==> src/rtl/mux_scan_sampler.sv <==
// Scan controller for a 4-to-1 mux: steps the select lines through channels 0..3,
// samples w after SETTLE cycles per channel and offers the 4-bit word over valid/ready.
module mux_scan_sampler #(
    parameter int unsigned SETTLE = 2
) (
    input  logic       clk,
    input  logic       rst,
    input  logic       start,
    input  logic       continuous,
    input  logic       w,
    output logic       s0,
    output logic       s1,
    output logic [3:0] word,
    output logic       valid,
    input  logic       ready,
    output logic       busy,
    output logic       overrun
);

    typedef enum logic {
        IDLE,
        SCAN
    } state_t;

    localparam logic [3:0] LAST_CNT = 4'(SETTLE - 1);

    state_t     state_q, state_d;
    logic [1:0] ch_q, ch_d;
    logic [3:0] cnt_q, cnt_d;
    logic [3:0] shift_q, shift_d;
    logic [3:0] word_q, word_d;
    logic       valid_q, valid_d;
    logic       overrun_q, overrun_d;
    logic [3:0] assembled;

    always_comb begin
        // NOTE: every variable gets its hold value first so no path through the
        // case statement leaves one unassigned, which would infer a latch.
        state_d   = state_q;
        ch_d      = ch_q;
        cnt_d     = cnt_q;
        shift_d   = shift_q;
        word_d    = word_q;
        valid_d   = valid_q;
        overrun_d = overrun_q;
        assembled = shift_q;

        // A consumed word clears valid; a word loaded on the same edge re-sets it below.
        if (valid_q && ready) begin
            valid_d = 1'b0;
        end

        unique case (state_q)
            IDLE: begin
                if (start) begin
                    state_d   = SCAN;
                    ch_d      = 2'd0;
                    cnt_d     = 4'd0;
                    overrun_d = 1'b0;
                end
            end
            SCAN: begin
                if (cnt_q == LAST_CNT) begin
                    cnt_d         = 4'd0;
                    assembled[ch_q] = w;
                    shift_d       = assembled;
                    ch_d          = ch_q + 2'd1;
                    if (ch_q == 2'd3) begin
                        // Drop the finished word if the previous one is still unconsumed.
                        if (!valid_q || ready) begin
                            word_d  = assembled;
                            valid_d = 1'b1;
                        end else begin
                            overrun_d = 1'b1;
                        end
                        if (!continuous) begin
                            state_d = IDLE;
                        end
                    end
                end else begin
                    cnt_d = cnt_q + 4'd1;
                end
            end
            default: state_d = IDLE;
        endcase
    end

    // NOTE: sequential state uses non-blocking assignments so every register
    // samples the pre-edge values regardless of statement order.
    always_ff @(posedge clk or posedge rst) begin
        if (rst) begin
            state_q   <= IDLE;
            ch_q      <= 2'd0;
            cnt_q     <= 4'd0;
            shift_q   <= 4'd0;
            word_q    <= 4'd0;
            valid_q   <= 1'b0;
            overrun_q <= 1'b0;
        end else begin
            state_q   <= state_d;
            ch_q      <= ch_d;
            cnt_q     <= cnt_d;
            shift_q   <= shift_d;
            word_q    <= word_d;
            valid_q   <= valid_d;
            overrun_q <= overrun_d;
        end
    end

    assign s0      = ch_q[0];
    assign s1      = ch_q[1];
    assign word    = word_q;
    assign valid   = valid_q;
    assign busy    = (state_q == SCAN);
    assign overrun = overrun_q;

endmodule

==> config.mk <==
export PLATFORM = sky130hd
export DESIGN_NAME = mux_scan_sampler
export DESIGN_NICKNAME = d
export VERILOG_FILES = /design/src/rtl/mux_scan_sampler.sv
export SDC_FILE = /design/constraint.sdc
export NUM_CORES = 1
export LEC_CHECK = 0
export ABC_AREA = 1
export CAP_MARGIN = 20
export CORE_MARGIN = 3
export CORE_UTILIZATION = 30
export DETAILED_ROUTE_END_ITERATION = 8
export GPL_ROUTABILITY_DRIVEN = 0
export PLACE_DENSITY = 0.61
export SYNTH_ARGS = -nofsm -noshare
export SYNTH_HDL_FRONTEND = slang
export SYNTH_SLANG_ARGS = --single-unit
==> constraint.sdc <==
create_clock -name clk -period 1.3 [get_ports clk]
set_input_delay 0.195 -clock clk [delete_from_list [all_inputs] [get_ports clk]]
set_output_delay 0.195 -clock clk [all_outputs]
set_load 0.05 [all_outputs]
==> metrics.md, run 1 <==
| Metric | Value |
|---|---|
| First drt pass iteration count | 4 |
| Commonest non-fill, non-tap cell in the layout | nand2_1 |
| Peak supply drop | 0.00134 V |
| YS warnings | 0 |
| Internal | 1580 µW |
| Switch share | 44.4% |
| RSZ-0062 raised after global routing | false |
| DP Worst Slack | -7.83 ps |
| P_leak | 0.000569 µW |
| CP Capture Type | flip-flop |
| Routed via count | 691 |
| Mux share of post-synthesis cell area | 0% |
| Starting Density | 33.1% |
| Combinational family with the most area after synthesis | simple AND/OR/NAND/NOR gates |
| IO Pins | 15 |
| Clock power share | 9.7% |
| Setup tns final | 0 ps |
| Clk_lat worst skew | 280 ps |
| Type of element launching the critical path | flip-flop |
| Seq pwr share | 35.0% |
| Outcome | complete, no violations |
| Area of the core | 0.00261 mm² |
| Simple-Gate Fraction of Synth Area | 22.3% |
| Htree depth | 1 |
| Wire per inst | 11.1 µm |
| Yosys cell types | 16 |
| Largest net degree at the start of global routing | 18 |
| Max-capacitance violation count | 0 |
| Initial antenna violation count | 0 |
| Clock Sinks | 17 |
| Setup WS post-layout | 104 ps |
| Type of the tightest min-delay check | in -> async |
| Worst path required time | 1480 ps |
| Pwr/cell area | 2320 mW/mm² |
| Max Clock Skew | 4.95 ps |
| Vias per cell | 4.55 |
| Psw | 1260 µW |
| # diodes | 0 |
| Syn Inst Count | 100 |
| Die area | 0.00357 mm² |
| Final HPWL DP | 1310 µm |
| Register bit count reported by yosys | 17 |
| Clock transition at the registers of the reported paths | 100 ps |
| DRC | 0 |
| Layout cells sized above 1 | 22.1% |
| Fin crit period | 1200 ps |
| Fin. Hold Viols | 0 |
| Synth Area in Compound Gates | 11.1% |
| Number of global-route vias before repair | 675 |
| Number of port buffers | 14 |
| First-pass GRT wire length | 3060 µm |
| Final Cycle Share | 92.0% |
| Worst slew margin | 82.4% |
| Number of nets with antenna violations after routing | 0 |
| Cts hold-fix bufs | 0 |
| Maximum clock path buffer count | 2 |
| Final number of setup-violating endpoints | 0 |
| Final Util | 46.9% |
| Die Span Y | 59.7 µm |
| Area of the multi-input gates | 422 µm² |
| Most frequent cells in the layout | nand2_1 (30), dfrtp_1 (14), o21ai_0 (13) |
| Fmax | 0.836 GHz |
| Routed WL | 1690 µm |
| Syn Area/Cell | 8.66 µm² |
| CP max FO | 5 |
| Final nets | 136 |
| Part of the Yosys area used for sequential elements | 49.1% |
| Adder-Cell Fraction of Synth Area | 10.1% |
| CTS root buf | clkbuf_4 |
| Synthesized area | 866 µm² |
| Worst-margin pin slew | 264 ps |
| Total CTS buffers | 3 |
| Post-synthesis xor/xnor area fraction | 1.01% |
| Area growth syn-to-layout | 41.5% |
| Sequential Area | 429 µm² |
| Mapped Nets | 113 |
| Overflow after GRT | 0 |
| DRT iter0 DRCs | 11 |
| Die X-Extent | 59.7 µm |
| Gr usage total | 11.4% |
| Critical path data arrival time | 1370 ps |
| CTS tree | done |
| # rows | 18 |
| Gate power share | 55.3% |
| Fin. max-slew vios | 0 |
| Worst Setup Path Type | reg -> reg |
| Layout filler cell count | 249 |
==> repair_timing <==
| item | 4_1_cts | 5_1_grt |
|---|---|---|
| endpoints found under the setup margin | 0 | 12 |
| gates resized for setup | 0 | 12 |
| buffers inserted | 0 | 1 |
==> worst paths after layout <==
check,end,slack [ps],cells after the start,start
min reg2reg,shift_q[1],540,2,shift_q[1]
max,word[0],100,5,cnt_q[1]
min,shift_q[3],220,3,rst
min in group clk,shift_q[1],540,2,shift_q[1]
max in group asynchronous,ch_q[0],880,3,rst
max reg2reg,word[0],100,5,cnt_q[1]
==> cell usage after synthesis <==
| cell type | n | area share [%] |
|---|---|---|
| nor2_4 | 1 | 1.3 |
| nor2_2 | 1 | 0.72 |
| nor3_1 | 1 | 0.58 |
| nand4_1 | 1 | 0.72 |
| inv_1 | 13 | 5.6 |
| xnor2_1 | 1 | 1.0 |
| o21ai_0 | 18 | 10 |
| inv_4 | 1 | 0.72 |
| nand2_1 | 30 | 13 |
| ha_1 | 7 | 10 |
| nor2_1 | 2 | 0.87 |
| nand3_1 | 4 | 2.3 |
| o22ai_1 | 1 | 0.72 |
| nand3_4 | 1 | 2.0 |
| nand2_2 | 1 | 0.72 |
| dfrtp_1 | 17 | 49 |
==> cell families (layout without fill, tap and decap cells) <==
family,count (synthesis),count (layout)
AO/OA/AOI/OAI,19,19
XOR/XNOR,1,1
adder cells (fa/ha/maj),7,7
buffers and inverters,14,35
flip-flops,17,17
AND/OR/NAND/NOR,42,43
==> registers in the layout, indices dropped and copies added, names as in the netlist <==
name / cells
shift_q: 4
cnt_q: 4
word: 4
ch_q: 2
overrun: 1
busy: 1
valid: 1
==> cell type report <==
class / instances / share of cell area, %
timing repair buffer: 17 / 20.6
clock buffer: 4 / 2.15
inverter: 14 / 4.70
tap: 30 / 3.06
multi-input combinational: 70 / 34.4
sequential: 17 / 35.0
==> per-stage QoR <==
step                      total power, µW  std cells  hold WS [ps]  cell area [µm²]
after floorplan                      1790        100           121              870
after global placement               2400        146           525             1150
after detailed placement             2450        146           525             1150
after CTS                            2740        150           219             1180
after global routing                 3070        152           246             1220
final                                2840        152           216             1220
==> worst max-delay path: stages, from the launching register on <==
cell and delay, ps:
dfrtp_1 430, inv_2 90, ha_4 160, nand3_4 150, o21ai_0 200, nand2_1 60
==> power groups by stage <==
stage | clock, µW | sequential [µW] | combinational (µW)
floorplan | 0 | 1240 | 552
global placement | 0 | 973 | 1430
detailed placement | 0 | 984 | 1470
CTS | 290 | 974 | 1480
global route | 314 | 1030 | 1720
finish | 275 | 997 | 1570
==> layer usage <==
layer	global-route usage (%)	vias up	wire, µm	share of wire [%]
li1	-	363	-	-
met2	16.8	15	783	46
met3	1.94	4	70	4.1
met4	4.75	0	34	2.0
met1	16.3	309	805	48
met5	0	-	0	0
Note: power is estimated with default switching activity, not from simulation.
==> run 2: changes to the inputs <==
PLACE_DENSITY = default   (was 0.61)
==> run 2 against run 1 <==
  * Count of clock-buffer cells in the layout shrank 1
  * Register-to-register slack gained 30 ps
  * Global-route usage shrank 0.54 points
  * Clock power grew 4%
  * Via count grew 1.9%
  * Utilization grew 0.096 points
  * Die area is the same
  * Hold slack lost 11 ps
  * Cell count grew 0.66%
  * Combinational power is essentially flat
  * First-iteration DRC count grew 9.1%
  * Critical path type is now reg -> out
  * Highest routed layer unchanged
==> metrics.md, run 2 (synthesis gave the netlist of run 1 again) <==
| Metric | Value |
|---|---|
| Type of the tightest min-delay check | in -> async |
| Fin crit period | 1230 ps (+31.0 ps) |
| Post-Place Cells | 146 (unchanged) |
| Max stage delay on crit path | 450 ps (+20 ps) |
| Buffers & Inverters on Critical Path | 2 (+1) |
| P_leak | 0.000578 µW (+1.6%) |
| DRT iter0 DRCs | 12 (+1) |
| Cts hold-fix bufs | 0 (unchanged) |
| CTS root buf | clkbuf_4 |
| DRC | 0 (unchanged) |
| Most frequent cells in the layout | nand2_1 (30), o21ai_0 (15), dfrtp_1 (14) |
| Maximum clock path buffer count | 2 (unchanged) |
| Gr usage total | 10.8% (-0.54 points) |
| WHS | 205 ps (-10.8 ps) |
| # rows | 18 (unchanged) |
| CTS tree | done |
| Die area | 0.00357 mm² (unchanged) |
| Layout cells sized above 1 | 22.0% (-0.18 points) |
| Final HPWL DP | 1260 µm (-4.0%) |
| FF-to-FF Start | cnt_q[1] |
| Fin. Hold Viols | 0 (unchanged) |
| Fmax | 0.815 GHz (-2.5%) |
| Worst Setup Path Type | reg -> out |
| Worst-margin pin slew | 249 ps (-14.4 ps) |
| Number of nets with antenna violations after routing | 0 (unchanged) |
| Clock Sinks | 17 (unchanged) |
| Pwr/cell area | 2310 mW/mm² (-0.45%) |
| Number of global-route vias before repair | 670 (-0.74%) |
| Area of the core | 0.00261 mm² (unchanged) |
| IO Pins | 15 (unchanged) |
| Outcome | complete, no violations |
| CP max FO | 5 (unchanged) |
| Initial antenna violation count | 0 (unchanged) |
| Clk_lat worst skew | 290 ps (about the same) |
| First-pass GRT wire length | 2860 µm (-6.3%) |
| Vias per cell | 4.60 (+1.2%) |
| Routed WL | 1660 µm (-2.2%) |
| CP Capture Type | primary output |
| Htree depth | 1 (unchanged) |
| Commonest non-fill, non-tap cell in the layout | nand2_1 |
| Wire per inst | 10.8 µm (-2.8%) |
| Peak supply drop | 0.00106 V (-21%) |
| Final nets | 137 (+0.74%) |
| Cells along the critical path | buf_4 > buf_12 |
| Die Span Y | 59.7 µm (unchanged) |
| Worst path required time | 1110 ps (-370 ps) |
| Reg-to-Reg End | shift_q[2] |
| Largest net degree at the start of global routing | 18 (unchanged) |
| Pwr Total | 2840 µW (-0.25%) |
| Area growth syn-to-layout | 41.8% |
| Post-route insts no fill | 153 (+0.66%) |
| Final Cycle Share | 94.4% (+2.4 points) |
| Die X-Extent | 59.7 µm (unchanged) |
| Master of the slowest instance on the critical path | dfrtp_2 |
| Max-capacitance violation count | 0 (unchanged) |
| # diodes | 0 (unchanged) |
| Critical path data arrival time | 1030 ps (-340 ps) |
| First drt pass iteration count | 4 (unchanged) |
| Fin. max-slew vios | 0 (unchanged) |
| Worst slew margin | 83.2% (+0.85 points) |
| Type of element launching the critical path | flip-flop |
| Overflow after GRT | 0 (unchanged) |
| R2r setup slk | 130 ps (+30 ps) |
| Number of port buffers | 14 (unchanged) |
| Starting Density | 33.1% (unchanged) |
| Worst R2R Path Depth | 6 (+1) |
| Clock transition at the registers of the reported paths | 110 ps (about the same) |
| Max Clock Skew | 4.43 ps (-0.525 ps) |
| Total CTS buffers | 3 (unchanged) |
| Routed via count | 704 (+1.9%) |
| CP delay by family, top | flip-flops |
| Final number of setup-violating endpoints | 0 (unchanged) |
## run 2: tightest hold or removal path, cell delays in order
cell,delay [ps]
clkdlybuf4s50_1,400
inv_1,50
buf_4,230
## run 2: worst max path at each step
stage	startpoint	cells after the start	endpoint	slack, ps
floorplan	ch_q[0]	5	shift_q[0]	20
global placement	ready	6	word[0]	20
detailed placement	ready	6	word[3]	20
CTS	ch_q[0]	5	shift_q[0]	6
global route	cnt_q[1]	6	shift_q[0]	-3
finish	ch_q[0]	2	s0	70
## run 2: what timing repair did
item | CTS | global route
setup endpoints to repair | 0 | 12
setup buffers | 0 | 2
resized for setup | 0 | 7
## run 2: cell type report
cell class,count,area [µm²]
fillers,250,1390
flip-flops and latches,17,429
multi-input cells,70,418
repair buffers,18,260
inverters,14,55.1
well taps,30,37.5
clock buffers,3,22.5
clock inverters,1,5.00
## run 2: report_power, final
group	switching [µW]	total, µW	internal [µW]
Combinational	859	1580	721
Clock	172	287	114
Sequential	220	972	752
## run 2: layer usage
layer  wire length [µm]  share of wire, %  GRT usage (%)
met5                  0                 0              0
met2                811                49           17.6
met1                753                45           13.1
met3                 60               3.6           2.16
met4                 29               1.8           6.65
## run 2: metrics by stage
stage / setup WS (ps) / utilization [%] / TNS [ps] / cell area (µm²)
floorplan: 23.6 / - / 0 / 870
global placement: 24.3 / 44.1 / 0 / 1150
detailed placement: 22.2 / 44.1 / 0 / 1150
CTS: 6.28 / 45.2 / 0 / 1180
global route: -3.12 / 47.0 / -5.66 / 1230
finish: 72.9 / 47.0 / 0 / 1230
